**src/rtl/alu_serial_pkg.sv**
```systemverilog
// ----------------------------------------------------------------------------
// alu_serial_pkg
// Shared definitions for the bit-serial ALU: word width, ALU_control op
// codes, 1-bit slice operation codes, FSM state enum and the op decoder that
// turns an ALU_control value into slice control settings.
// Optional feature macro used by the users of this package: ALU_SERIAL_OVF_EN.
// ----------------------------------------------------------------------------
package alu_serial_pkg;

    localparam int WORD_W = 32;
    localparam int CNT_W  = 5;

    // ALU_control encodings
    localparam logic [3:0] ALU_AND = 4'b0000;
    localparam logic [3:0] ALU_OR  = 4'b0001;
    localparam logic [3:0] ALU_ADD = 4'b0010;
    localparam logic [3:0] ALU_SUB = 4'b0110;
    localparam logic [3:0] ALU_SLT = 4'b0111;
    localparam logic [3:0] ALU_NOR = 4'b1100;

    // Slice result-select codes
    localparam logic [1:0] SL_AND  = 2'b00;
    localparam logic [1:0] SL_OR   = 2'b01;
    localparam logic [1:0] SL_ADD  = 2'b10;
    localparam logic [1:0] SL_LESS = 2'b11;

    typedef enum logic [1:0] {
        ST_IDLE = 2'd0,
        ST_RUN  = 2'd1,
        ST_DONE = 2'd2
    } state_t;

    typedef struct packed {
        logic       a_inv;
        logic       b_inv;
        logic       cin0;       // carry into bit 0
        logic [1:0] op;
        logic       arith;      // ADD/SUB/SLT: carry and overflow are reported
        logic       is_slt;
        logic       supported;
    } ctrl_t;

    function automatic ctrl_t decode_op(input logic [3:0] alu_control);
        ctrl_t c;
        c           = '0;
        c.supported = 1'b1;
        case (alu_control)
            ALU_AND: c.op = SL_AND;
            ALU_OR:  c.op = SL_OR;
            ALU_ADD: begin
                c.op    = SL_ADD;
                c.arith = 1'b1;
            end
            ALU_SUB: begin
                c.op    = SL_ADD;
                c.b_inv = 1'b1;
                c.cin0  = 1'b1;
                c.arith = 1'b1;
            end
            ALU_SLT: begin
                c.op     = SL_LESS;
                c.b_inv  = 1'b1;
                c.cin0   = 1'b1;
                c.arith  = 1'b1;
                c.is_slt = 1'b1;
            end
            ALU_NOR: begin
                c.op    = SL_AND;
                c.a_inv = 1'b1;
                c.b_inv = 1'b1;
            end
            default: c.supported = 1'b0;
        endcase
        return c;
    endfunction

endpackage

```
**src/rtl/alu_serial_slice.sv**
```systemverilog
// ----------------------------------------------------------------------------
// alu_serial_slice
// Purely combinational 1-bit ALU slice (AND / OR / ADD / LESS) with operand
// inversion, as used in a classic ripple ALU.
// Ports:
//   i_a, i_b              operand bits
//   i_a_invert, i_b_invert invert the operand bits before use
//   i_cin                 carry in
//   i_less                value passed through for the LESS operation
//   i_op                  result select (SL_* codes)
//   o_result              selected result bit
//   o_cout                carry out of the full adder
//   o_set                 raw adder sum bit (the "set" output of the MSB slice)
// ----------------------------------------------------------------------------
module alu_serial_slice
    import alu_serial_pkg::*;
(
    input  logic       i_a,
    input  logic       i_b,
    input  logic       i_a_invert,
    input  logic       i_b_invert,
    input  logic       i_cin,
    input  logic       i_less,
    input  logic [1:0] i_op,
    output logic       o_result,
    output logic       o_cout,
    output logic       o_set
);

    logic w_a;
    logic w_b;

    assign w_a    = i_a ^ i_a_invert;
    assign w_b    = i_b ^ i_b_invert;
    assign o_set  = w_a ^ w_b ^ i_cin;
    assign o_cout = (w_a & w_b) | (w_a & i_cin) | (w_b & i_cin);

    always_comb begin
        o_result = 1'b0;
        case (i_op)
            SL_AND:  o_result = w_a & w_b;
            SL_OR:   o_result = w_a | w_b;
            SL_ADD:  o_result = o_set;
            SL_LESS: o_result = i_less;
            default: o_result = 1'b0;
        endcase
    end

endmodule

```
**src/rtl/alu_serial.sv**
```systemverilog
// ----------------------------------------------------------------------------
// alu_serial
// Bit-serial 32-bit ALU (AND, OR, ADD, SUB, SLT, NOR). One operand bit pair is
// pushed through a single 1-bit slice per cycle, LSB first; a result is ready
// 32 cycles after the accept edge and held until the consumer takes it.
// Ports:
//   clk_i, rst_n                 clock, asynchronous active-low reset
//   in_valid / in_ready          request handshake (ready only when idle)
//   src1, src2, ALU_control      operands and op, captured on accept
//   out_valid / out_ready        result handshake
//   result, zero, cout           result word, result==0, carry out of bit 31
//   overflow                     signed overflow (only with ALU_SERIAL_OVF_EN)
// Macro: ALU_SERIAL_OVF_EN adds the overflow port and makes SLT signed-correct.
// ----------------------------------------------------------------------------
module alu_serial
    import alu_serial_pkg::*;
(
    input  logic              clk_i,
    input  logic              rst_n,
    input  logic              in_valid,
    output logic              in_ready,
    input  logic [WORD_W-1:0] src1,
    input  logic [WORD_W-1:0] src2,
    input  logic [3:0]        ALU_control,
    output logic              out_valid,
    input  logic              out_ready,
    output logic [WORD_W-1:0] result,
    output logic              zero,
    output logic              cout
`ifdef ALU_SERIAL_OVF_EN
    ,
    output logic              overflow
`endif
);

    state_t            r_state;
    state_t            w_state_next;
    logic [CNT_W-1:0]  r_cnt;
    logic              r_carry;
    logic [WORD_W-1:0] r_a;
    logic [WORD_W-1:0] r_b;
    logic [WORD_W-1:0] r_result;
    logic              r_cout;
    logic              r_a_inv;
    logic              r_b_inv;
    logic [1:0]        r_op;
    logic              r_arith;
    logic              r_slt;
    logic              r_supported;

    ctrl_t             w_decode;
    logic              w_accept;
    logic              w_last;
    logic              w_slice_result;
    logic              w_slice_cout;
    logic              w_slice_set;
    logic              w_less;

    assign w_decode  = decode_op(ALU_control);
    assign in_ready  = (r_state == ST_IDLE);
    assign out_valid = (r_state == ST_DONE);
    assign w_accept  = in_valid && in_ready;
    assign w_last    = (r_cnt == CNT_W'(WORD_W - 1));
    assign result    = r_result;
    assign zero      = (r_result == '0);
    assign cout      = r_cout;

    // Operands are shifted right each cycle so the slice always sees bit 0.
    alu_serial_slice u_slice (
        .i_a        (r_a[0]),
        .i_b        (r_b[0]),
        .i_a_invert (r_a_inv),
        .i_b_invert (r_b_inv),
        .i_cin      (r_carry),
        .i_less     (1'b0),
        .i_op       (r_op),
        .o_result   (w_slice_result),
        .o_cout     (w_slice_cout),
        .o_set      (w_slice_set)
    );

`ifdef ALU_SERIAL_OVF_EN
    logic r_ovf;
    logic w_ovf;

    // At bit 31 r_carry holds the carry into the MSB.
    assign w_ovf    = r_carry ^ w_slice_cout;
    assign w_less   = w_slice_set ^ w_ovf;
    assign overflow = r_ovf;

    always_ff @(posedge clk_i or negedge rst_n) begin
        if (!rst_n) begin
            r_ovf <= 1'b0;
        end else if (r_state == ST_RUN && w_last) begin
            r_ovf <= r_arith && r_supported && w_ovf;
        end
    end
`else
    assign w_less = w_slice_set;
`endif

    always_ff @(posedge clk_i or negedge rst_n) begin
        if (!rst_n) begin
            r_state <= ST_IDLE;
        end else begin
            r_state <= w_state_next;
        end
    end

    always_comb begin
        w_state_next = r_state;
        case (r_state)
            ST_IDLE: if (in_valid) w_state_next = ST_RUN;
            ST_RUN:  if (w_last)   w_state_next = ST_DONE;
            ST_DONE: if (out_ready) w_state_next = ST_IDLE;
            default: w_state_next = ST_IDLE;
        endcase
    end

    always_ff @(posedge clk_i or negedge rst_n) begin
        if (!rst_n) begin
            r_cnt       <= '0;
            r_carry     <= 1'b0;
            r_a         <= '0;
            r_b         <= '0;
            r_result    <= '0;
            r_cout      <= 1'b0;
            r_a_inv     <= 1'b0;
            r_b_inv     <= 1'b0;
            r_op        <= SL_AND;
            r_arith     <= 1'b0;
            r_slt       <= 1'b0;
            r_supported <= 1'b0;
        end else if (w_accept) begin
            r_a         <= src1;
            r_b         <= src2;
            r_cnt       <= '0;
            r_carry     <= w_decode.cin0;
            r_a_inv     <= w_decode.a_inv;
            r_b_inv     <= w_decode.b_inv;
            r_op        <= w_decode.op;
            r_arith     <= w_decode.arith;
            r_slt       <= w_decode.is_slt;
            r_supported <= w_decode.supported;
        end else if (r_state == ST_RUN) begin
            r_a     <= r_a >> 1;
            r_b     <= r_b >> 1;
            r_carry <= w_slice_cout;
            r_cnt   <= r_cnt + CNT_W'(1);
            if (w_last) begin
                // Final word is fixed up here: SLT collapses to the less bit,
                // unsupported ops report all zero.
                if (!r_supported) begin
                    r_result <= '0;
                end else if (r_slt) begin
                    r_result <= {{(WORD_W-1){1'b0}}, w_less};
                end else begin
                    r_result <= {w_slice_result, r_result[WORD_W-1:1]};
                end
                r_cout <= r_arith && r_supported && w_slice_cout;
            end else begin
                r_result <= {w_slice_result, r_result[WORD_W-1:1]};
            end
        end
    end

endmodule

```
**config.mk**
```make
export PLATFORM = sky130hd
export DESIGN_NAME = alu_serial
export DESIGN_NICKNAME = d
export VERILOG_FILES = /design/src/rtl/alu_serial_pkg.sv /design/src/rtl/alu_serial_slice.sv /design/src/rtl/alu_serial.sv
export SDC_FILE = /design/constraint.sdc
export NUM_CORES = 1
export LEC_CHECK = 0
export BUFFER_PORTS_ARGS = -buffer_cell sky130_fd_sc_hd__clkbuf_2
export CAP_MARGIN = 15
export CELL_PAD_IN_SITES_DETAIL_PLACEMENT = 1
export CELL_PAD_IN_SITES_GLOBAL_PLACEMENT = 1
export CORE_UTILIZATION = 25
export CTS_CLUSTER_DIAMETER = 30
export DETAILED_ROUTE_END_ITERATION = 16
export GPL_TIMING_DRIVEN = 0
export MAX_ROUTING_LAYER = met4
export PLACE_DENSITY_LB_ADDON = 0.2
export SYNTH_ARGS = -nofsm -noshare
export SYNTH_HDL_FRONTEND = slang
export SYNTH_HIERARCHICAL = 1
export SYNTH_SLANG_ARGS = --single-unit
export TNS_END_PERCENT = 50
```
**constraint.sdc**
```tcl
create_clock -name clk_i -period 2.75 [get_ports clk_i]
set_clock_uncertainty 0.1 [all_clocks]
set_input_delay 0.275 -clock clk_i [delete_from_list [all_inputs] [get_ports clk_i]]
set_output_delay 0.275 -clock clk_i [all_outputs]
set_load 0.005 [all_outputs]
```
Word-level counts from Yosys, hierarchy flattened
Index checks and enable logic that the tools add are counted.
{"block": "word_totals", "regBits": 112, "inputBits": 72, "wordCells": 78}
{"block": "classes", "add_sub_neg": 1, "n_eq_ne": 14, "mux": 23, "n_bitwise": 11, "n_reduce_logical": 16}
{"operator": "$mux 32", "n": 7}
{"operator": "$logic_not 32->1", "n": 1}
{"operator": "$pmux 2 s3", "n": 2}
{"operator": "$mux 5", "n": 2}
{"operator": "$eq 4x3->1 const B", "n": 2}
{"operator": "$mux 1", "n": 8}
{"operator": "$eq 2x2->1 const B", "n": 3}
{"operator": "$mux 2", "n": 3}
{"operator": "$reduce_and 3->1", "n": 2}
{"operator": "$reduce_or 3->1", "n": 2}
{"operator": "$reduce_or 6->1", "n": 1}
{"operator": "$add 5x1->5 const B", "n": 1}
{"operator": "$eq 5x5->1 const B", "n": 1}
{"operator": "$eq 2x1->1 const B", "n": 2}
{"operator": "$eq 4x1->1 const B", "n": 1}
{"operator": "$eq 4x2->1 const B", "n": 1}
{"operator": "$eq 4x4->1 const B", "n": 1}
{"operator": "$logic_not 2->1", "n": 2}
{"operator": "$logic_not 4->1", "n": 1}
{"operator": "$ne 2x2->1 const B", "n": 2}
{"operator": "$pmux 1 s4", "n": 1}
{"operator": "$reduce_or 2->1", "n": 2}
{"operator": "$xor 1x1->1", "n": 4}
{"operator": "$and 1x1->1", "n": 3}
{"operator": "other kinds (6)", "n": 10}

Depth between registers and ports, before layout
Gate-level depths: netlist of the first run.
{"block": "logic_depth", "ltp_word": 7, "mapped_depth": 7, "depth_no_buf": 7}

By module
Netlist of the first run, hierarchy kept.
{"mod": "alu_serial", "n_inst": 1, "cells_each": 444, "area_per_inst_um2": 4652.0, "seq_area_each_um2": 2802.7}
{"mod": "alu_serial_slice", "n_inst": 1, "cells_each": 12, "area_per_inst_um2": 107.6, "seq_area_each_um2": 0.0}

Worst setup path before layout of the first run
No wires, ideal clock.
{"block": "synth_path", "path_type": "reg-to-reg", "start": "reg r_b_inv", "end": "reg r_result[31], in the netlist result[31]", "setup_ns": 0.121, "arrival_ns": 1.795, "required_time_ns": 2.529, "slack_ns": 0.734, "path_stages_with_launch": 7, "n_path_buf": 0, "period_less_slack_ns": 2.016, "cell_sequence": "dfrtp_1 xor2_1 inv_1 fa_1 inv_1 mux4_2 a22o_1"}
{"block": "synth_between", "elab_chain_cells": 7, "elab_cells_between_ends": 9}
{"element": "start, declared", "line": "alu_serial.sv:45", "text": "logic r_b_inv;"}
{"element": "start signal, assigned", "line": "alu_serial.sv:140", "text": "r_b_inv <= w_decode.b_inv;"}
{"element": "$xor 1x1->1 *", "line": "alu_serial_slice.sv:34", "text": "assign w_b = i_b ^ i_b_invert;"}
{"element": "$xor 1x1->1 * (2 in series)", "line": "alu_serial_slice.sv:35", "text": "assign o_set = w_a ^ w_b ^ i_cin;"}
{"element": "via w_less", "line": "alu_serial.sv:57", "text": "logic w_less;"}
{"element": "$pmux 1 s4 *", "line": "alu_serial_slice.sv:40", "text": "case (i_op)"}
{"element": "via w_slice_result", "line": "alu_serial.sv:54", "text": "logic w_slice_result;"}
{"element": "$mux 32", "line": "alu_serial.sv:155", "text": "end else if (r_slt) begin"}
{"element": "$mux 32", "line": "alu_serial.sv:153", "text": "if (!r_supported) begin"}
{"element": "$mux 32 *", "line": "alu_serial.sv:150", "text": "if (w_last) begin"}
{"element": "end signal, assigned", "line": "alu_serial.sv:156", "text": "r_result <= {{(WORD_W-1){1'b0}}, w_less};"}
{"element": "end signal, assigned", "line": "alu_serial.sv:158", "text": "r_result <= {w_slice_result, r_result[WORD_W-1:1]};"}
{"element": "end signal, assigned", "line": "alu_serial.sv:162", "text": "r_result <= {w_slice_result, r_result[WORD_W-1:1]};"}
{"element": "end, declared", "line": "alu_serial.sv:42", "text": "logic [WORD_W-1:0] r_result;"}
Mark *: on every way through the listed nets, which the timed path passes. The rest lies on a longest branch.
A chain may end at the register's enable or synchronous reset.

Worst setup path after layout of the first run
{"block": "layout_path", "start": "reg r_b[0]", "end": "reg r_result[31], in the netlist result[31]"}
{"block": "layout_between", "elab_chain_cells": 7, "elab_cells_between_ends": 9}
{"element": "start, declared", "line": "alu_serial.sv:41", "text": "logic [WORD_W-1:0] r_b;"}
{"element": "start signal, assigned", "line": "alu_serial.sv:136", "text": "r_b <= src2;"}
{"element": "start signal, assigned", "line": "alu_serial.sv:147", "text": "r_b <= r_b >> 1;"}
{"element": "$xor 1x1->1 *", "line": "alu_serial_slice.sv:34"}
{"element": "$xor 1x1->1 * (2 in series)", "line": "alu_serial_slice.sv:35"}
{"element": "via w_less", "line": "alu_serial.sv:57"}
{"element": "$pmux 1 s4 *", "line": "alu_serial_slice.sv:40"}
{"element": "via w_slice_result", "line": "alu_serial.sv:54"}
{"element": "$mux 32", "line": "alu_serial.sv:155"}
{"element": "$mux 32", "line": "alu_serial.sv:153"}
{"element": "$mux 32 *", "line": "alu_serial.sv:150"}
Marks and branches as above.

==> results.yml, run 1 <==
critical_path:
  cp_common_cell: "inv_1"
  r2r_slack_ns: 0.57
  crit_path_top_delay_cell: "fa_1"
  endpoint_kind: "register"
  arrival_ns: 2.31
  start_kind: "register"
  cp_max_fo: 2
  crit_type: "register to register"
  worstPathCellList: "xor2_1, inv_1, fa_1, inv_1, mux4_2, a22o_1"
  critical-path-top-delay-family: "adder cells"
  crit_required_ns: 2.88
  slowest_delay_ns: 0.51
  cp_num_buf_inv: 2
finish:
  fillers: 2158
  diodes: 0
  final_util_pct: 31.8
  area_growth_pct: 25.1
  seq_area_um2: 2800
  multi_input_area_um2: 1770
  final_cell_area_um2: 5950
  fin_nets: 653
  final_cells: 815
  drive_above_1_share_pct: 26.0
timing:
  rsz0062_at_grt: "no"
  min_period_over_period_pct: 79.3
  hold_violations: 0
  tns_ns: 0
  fin_crit_ns: 2.18
  finalMaxSlewViolations: 0
  fmax_mhz: 459
  setup_viol: 0
  fin_ws_ns: 0.569
  worstMarginPinSlew_ns: 0.501
  whs_ns: 0.0165
  maxSlewHeadroom_pct: 66.6
floorplanning:
  ios: 108
  die_height_um: 140
  core_area_um2: 18700
  start_util_pct: 25.4
  rows: 50
  die_w_um: 140
  dieArea_um2: 19600
grt:
  grt_pass1_wl_mm: 22.1
  first_global_vias: 4242
  grt_max_degree: 85
  grt_use_total_pct: 14.8
  overflow: 0
  grt_antenna_before_repair: 0
power_and_ir_drop:
  powerDensity_nw_per_um2: 1050
  ir_worst_vdd_uv: 352
  p_leak_nw: 3.10
  totalPowerFinal_mw: 6.25
logic_synthesis:
  netlist_instances: 456
  yosys.area.top_type: "dfrtp_1"
  yosys_warnings: 6
  syn_nets: 533
  yosys_most_used_dff: "dfrtp_1"
  synth_commonest_cells: "146 x nand2_1, 112 x dfrtp_1, 62 x a22oi_1"
  ys_async_sr_fraction_pct: 100
  synth.distinct_cells: 33
  syn_avg_cell_area_um2: 10.4
  synth_area_leaders: "dfrtp_1 59%, nand2_1 12%, a22oi_1 9.8%"
  synth_most_common_cell: "nand2_1"
  synth_edf_count: 0
  synth_seq_area_share_pct: 58.9
  syn_area_um2: 4760
  synth_top_area_share_pct: 58.9
  ys_ff_latch: 112
drt:
  via_per_inst: 4.71
  routedWlPerCell_um: 15.9
  drt_iter0_drc: 176
  drt_first_pass_iters: 4
  ant_nets: 0
  vias: 3842
  route.detailed.drc: 0
  routed_wl_mm: 13.0
run_status:
  status: "completed"
clocking:
  clockBufferDepth: 2
  cts_resized: 0
  cts_sinks: 112
  htreeDepth: 3
  tritoncts: "done"
  cts-root-buf: "clkbuf_16"
  cts.clk_slew.worst_paths_ns: 0.07
  numCtsBuffers: 9
  insertion_delay_ns: 0.35
placed_design:
  dp_hpwl_mm: 9.51
  place_ws_ns: 0.580
  placed_cell_area_um2: 5620
  place_inst: 798
  io_buffers: 107
  gp_congestion: 0.741
flow_run:
  drv_cap: 0
worst_hold_path:
  holdCritPathClass: "primary input to register"
layout make-up:
type / count / share of cell area (%)
Sequential cell: 112 / 47.1
Multi-Input combinational cell: 306 / 29.7
Timing Repair Buffer: 109 / 9.78
Tap cell: 234 / 4.92
Clock buffer: 13 / 4.54
Buffer: 31 / 2.69
Clock inverter: 3 / 0.799
Inverter: 7 / 0.441
layout by cell type (no fill, tap or decap), types with 2 or more instances in the layout:
cell type  count
xnor2_1        2
nand3_1        7
clkbuf_1       6
inv_1          7
dfrtp_1      112
mux2i_1        2
a21oi_1        2
clkbuf_16      9
nand2_1      146
clkbuf_8       4
nor2b_1        4
a31oi_1        2
nor2_1         4
a22oi_1       62
buf_2         23
a22o_1        32
buf_4          2
clkbuf_2     106
o21ai_0        7
nand2b_1       6
ha_1           4
nor4_1         8
and3_1         3
nand4_1        3
o21bai_1       2
worst reg2reg max path, delay by kind of cell (launching register included):
kind	cells	cell delay (ns)
multiplexers	1	0.44
adder cells (fa/ha/maj)	1	0.51
buffers and inverters	2	0.16
AO/OA/AOI/OAI	1	0.21
flip-flops	1	0.41
XOR/XNOR	1	0.23
cells by family (layout without fill, tap and decap cells):
kind of cell,after synthesis,count (layout),synth area share [%]
simple gates,186,186,16.8
buf+inv,38,163,3.92
compound gates,108,108,17.4
other cells,1,1,0.0788
fa+ha+maj,5,5,1.47
flops,112,112,58.9
xor+xnor,3,3,0.552
mux,3,3,0.894
registers in the layout, indices dropped and copies added (netlist names):
name,count
r_a,32
r_b,32
result,32
r_cnt,5
r_op,2
r_state,2
cout,1
r_a_inv,1
r_arith,1
r_b_inv,1
r_carry,1
r_slt,1
r_supported,1
path summary, 6_finish.rpt:
| check | startpoint | end | cells after the start |
|---|---|---|---|
| max | r_b[0] | result[31] | 6 |
| min | src1[31] | r_a[31] | 3 |
| max reg2reg | r_b[0] | result[31] | 6 |
| min reg2reg | r_cnt[3] | r_cnt[3] | 1 |
| max in group asynchronous | rst_n | r_a[27] | 3 |
| min in group asynchronous | rst_n | result[7] | 2 |
layer usage:
layer	share of wire (%)	vias to the layer above	global-route usage (%)
li1	-	1849	-
met1	47	1904	18.3
met2	48	80	24.0
met3	4.4	9	4.10
met4	1.1	0	3.47
met5	0	-	-
repair_timing:
item	CTS	global route
buffers inserted	0	0
endpoints found under the setup margin	0	0
hold endpoints to repair	28	0
hold buffers	1	0
report_power, final:
group | switching (mW) | internal [mW]
Sequential | 0.506 | 2.31
Combinational | 1.09 | 0.951
Clock | 0.608 | 0.788
Total | 2.21 | 4.05
No activity file was read; power rests on OpenSTA's default activity.
==> run 2, diff against run 1 <==
Clock period 2.75 ns to 1.93 ns, I/O delays scaled along.
==> run 2 against run 1 <==
  * The flow now finishes with violations (negative setup slack)
  * Non-clock buffer count grew 69
  * Total power grew 47%
  * Largest power group unchanged
  * Register-to-register slack lost 0.73 ns
  * Clock power grew 42%
  * Final area grew 12%
==> results.yml, run 2 (same netlist as run 1, synthesis figures left out) <==
clocking:
  insertion_delay_ns: 0.35
  clockBufferDepth: 2
  numCtsBuffers: 9
  cts-root-buf: "clkbuf_16"
  cts_sinks: 112
  tritoncts: "done"
  htreeDepth: 3
  cts.clk_slew.worst_paths_ns: 0.07
placed_design:
  dp_hpwl_mm: 9.51
  place_ws_ns: -0.240
  place_inst: 798
  io_buffers: 107
  gp_congestion: 0.741
worst_hold_path:
  holdCritPathClass: "primary input to register"
  hold_start: "ALU_control[0]"
  holdPathEnd: "r_slt"
  whs_path_depth: 2
critical_path:
  cp_max_fo: 2
  crit_path_top_delay_cell: "fa_1"
  crit_required_ns: 2.06
  worstPathCellList: "xor2_2, inv_2, fa_1, inv_1, mux4_2, a22o_1"
  timing.rr.end: "result[31]"
  endpoint_kind: "register"
  arrival_ns: 2.23
  r2r_slack_ns: -0.16
  critical-path-top-delay-family: "adder cells"
  cp_num_buf_inv: 2
  slowest_delay_ns: 0.50
  regToRegStartpoint: "r_b_inv"
  rr_worst_depth: 6
  path_depth: 6
  start_kind: "register"
  crit_type: "register to register"
timing:
  fin_ws_ns: -0.163
  min_period_over_period_pct: 108
  rsz0062_at_grt: "yes"
  setup_viol: 1
  finalMaxSlewViolations: 0
  fmax_mhz: 478
  worstMarginPinSlew_ns: 0.503
  maxSlewHeadroom_pct: 66.4
  tns_ns: -0.163
  fin_crit_ns: 2.09
  hold_violations: 0
finish:
  final_common_cell: "nand2_1"
  fillers: 2140
  diodes: 0
  final_util_pct: 35.7
  area_growth_pct: 40.2
  fin_nets: 722
  drive_above_1_share_pct: 24.9
  final_cell_mix: "146 x nand2_1, 112 x dfrtp_1, 107 x clkbuf_2, 66 x dlygate4sd3_1, 62 x a22oi_1"
  final_cells: 884
grt:
  grt_pass1_wl_mm: 23.3
  grt_max_degree: 85
  grt_use_total_pct: 15.5
  first_global_vias: 4558
  grt_antenna_before_repair: 0
  overflow: 0
flow_run:
  drv_cap: 0
drt:
  via_per_inst: 4.65
  route.detailed.drc: 0
  drt_first_pass_iters: 4
  routedWlPerCell_um: 15.5
  vias: 4107
  drt_iter0_drc: 194
  ant_nets: 0
  routed_wl_mm: 13.7
floorplanning:
  rows: 50
  die_w_um: 140
  dieArea_um2: 19600
  core_area_um2: 18700
  start_util_pct: 25.4
  die_height_um: 140
  ios: 108
run_status:
  failed_checks: "negative setup slack"
  status: "finished with violations"
power_and_ir_drop:
  totalPowerFinal_mw: 9.20
  ir_worst_vdd_uv: 541
  powerDensity_nw_per_um2: 1380
  p_leak_nw: 3.40
[run 2: cell count changes in the layout (fill, tap and decap cells not counted), moves of 2 or more]
cell           before  now
buf_4               2    9
nor4_1              8    6
buf_2              23   20
nor4_2              0    2
dlygate4sd3_1       1   66
[run 2: timing repair]
| item | in CTS | in global routing |
|---|---|---|
| endpoints found under the hold margin | 93 | 0 |
| resized for setup | 6 | 7 |
| setup buffers | 3 | 1 |
| pin swaps | 2 | 1 |
| hold buffers | 66 | 0 |
| endpoints found under the setup margin | 32 | 34 |
[run 2: how the worst max path moves through the flow]
| stage | start | end | slack, ns |
|---|---|---|---|
| after floorplan | r_b_inv | result[31] | -0.09 |
| after global placement | rst_n | r_a[24] | -1.16 |
| after detailed placement | r_b[0] | result[31] | -0.24 |
| after CTS | r_b[0] | result[31] | -0.16 |
| after global routing | r_b_inv | result[31] | -0.24 |
| final | r_b_inv | result[31] | -0.16 |
[run 2: metal layers]
layer	up-vias	track usage (%)	wire [µm]
li1	1978	-	-
met1	2034	18.8	6300
met2	84	26.0	6800
met3	11	3.59	474
met4	0	3.93	177
met5	-	-	0
[run 2: area by class of cell]
cell class	instances	area, µm²	share of cell area [%]
Buffer	31	169	2.53
Clock buffer	13	270	4.05
Clock inverter	3	47.5	0.712
Inverter	7	26.3	0.394
Multi-Input combinational cell	306	1800	27.0
Sequential cell	112	2800	42.0
Tap cell	234	293	4.39
Timing Repair Buffer	178	1260	18.9
[run 2: power breakdown]
part	internal, mW	leakage, nW	switching, mW
combinational	1.56	1.78	1.63
sequential	3.29	1.46	0.742
clock	1.12	0.156	0.871
total	5.97	3.40	3.24
[run 2: stage by stage]
stage | hold slack (ns) | cell area [µm²]
6_report | 0.0299 | 6680
5_1_grt | 0.0334 | 6680
4_1_cts | 0.0175 | 6640
3_5_place_dp | 0.00405 | 5620
3_3_place_gp | 0.291 | 5590
2_1_floorplan | -0.203 | 4760
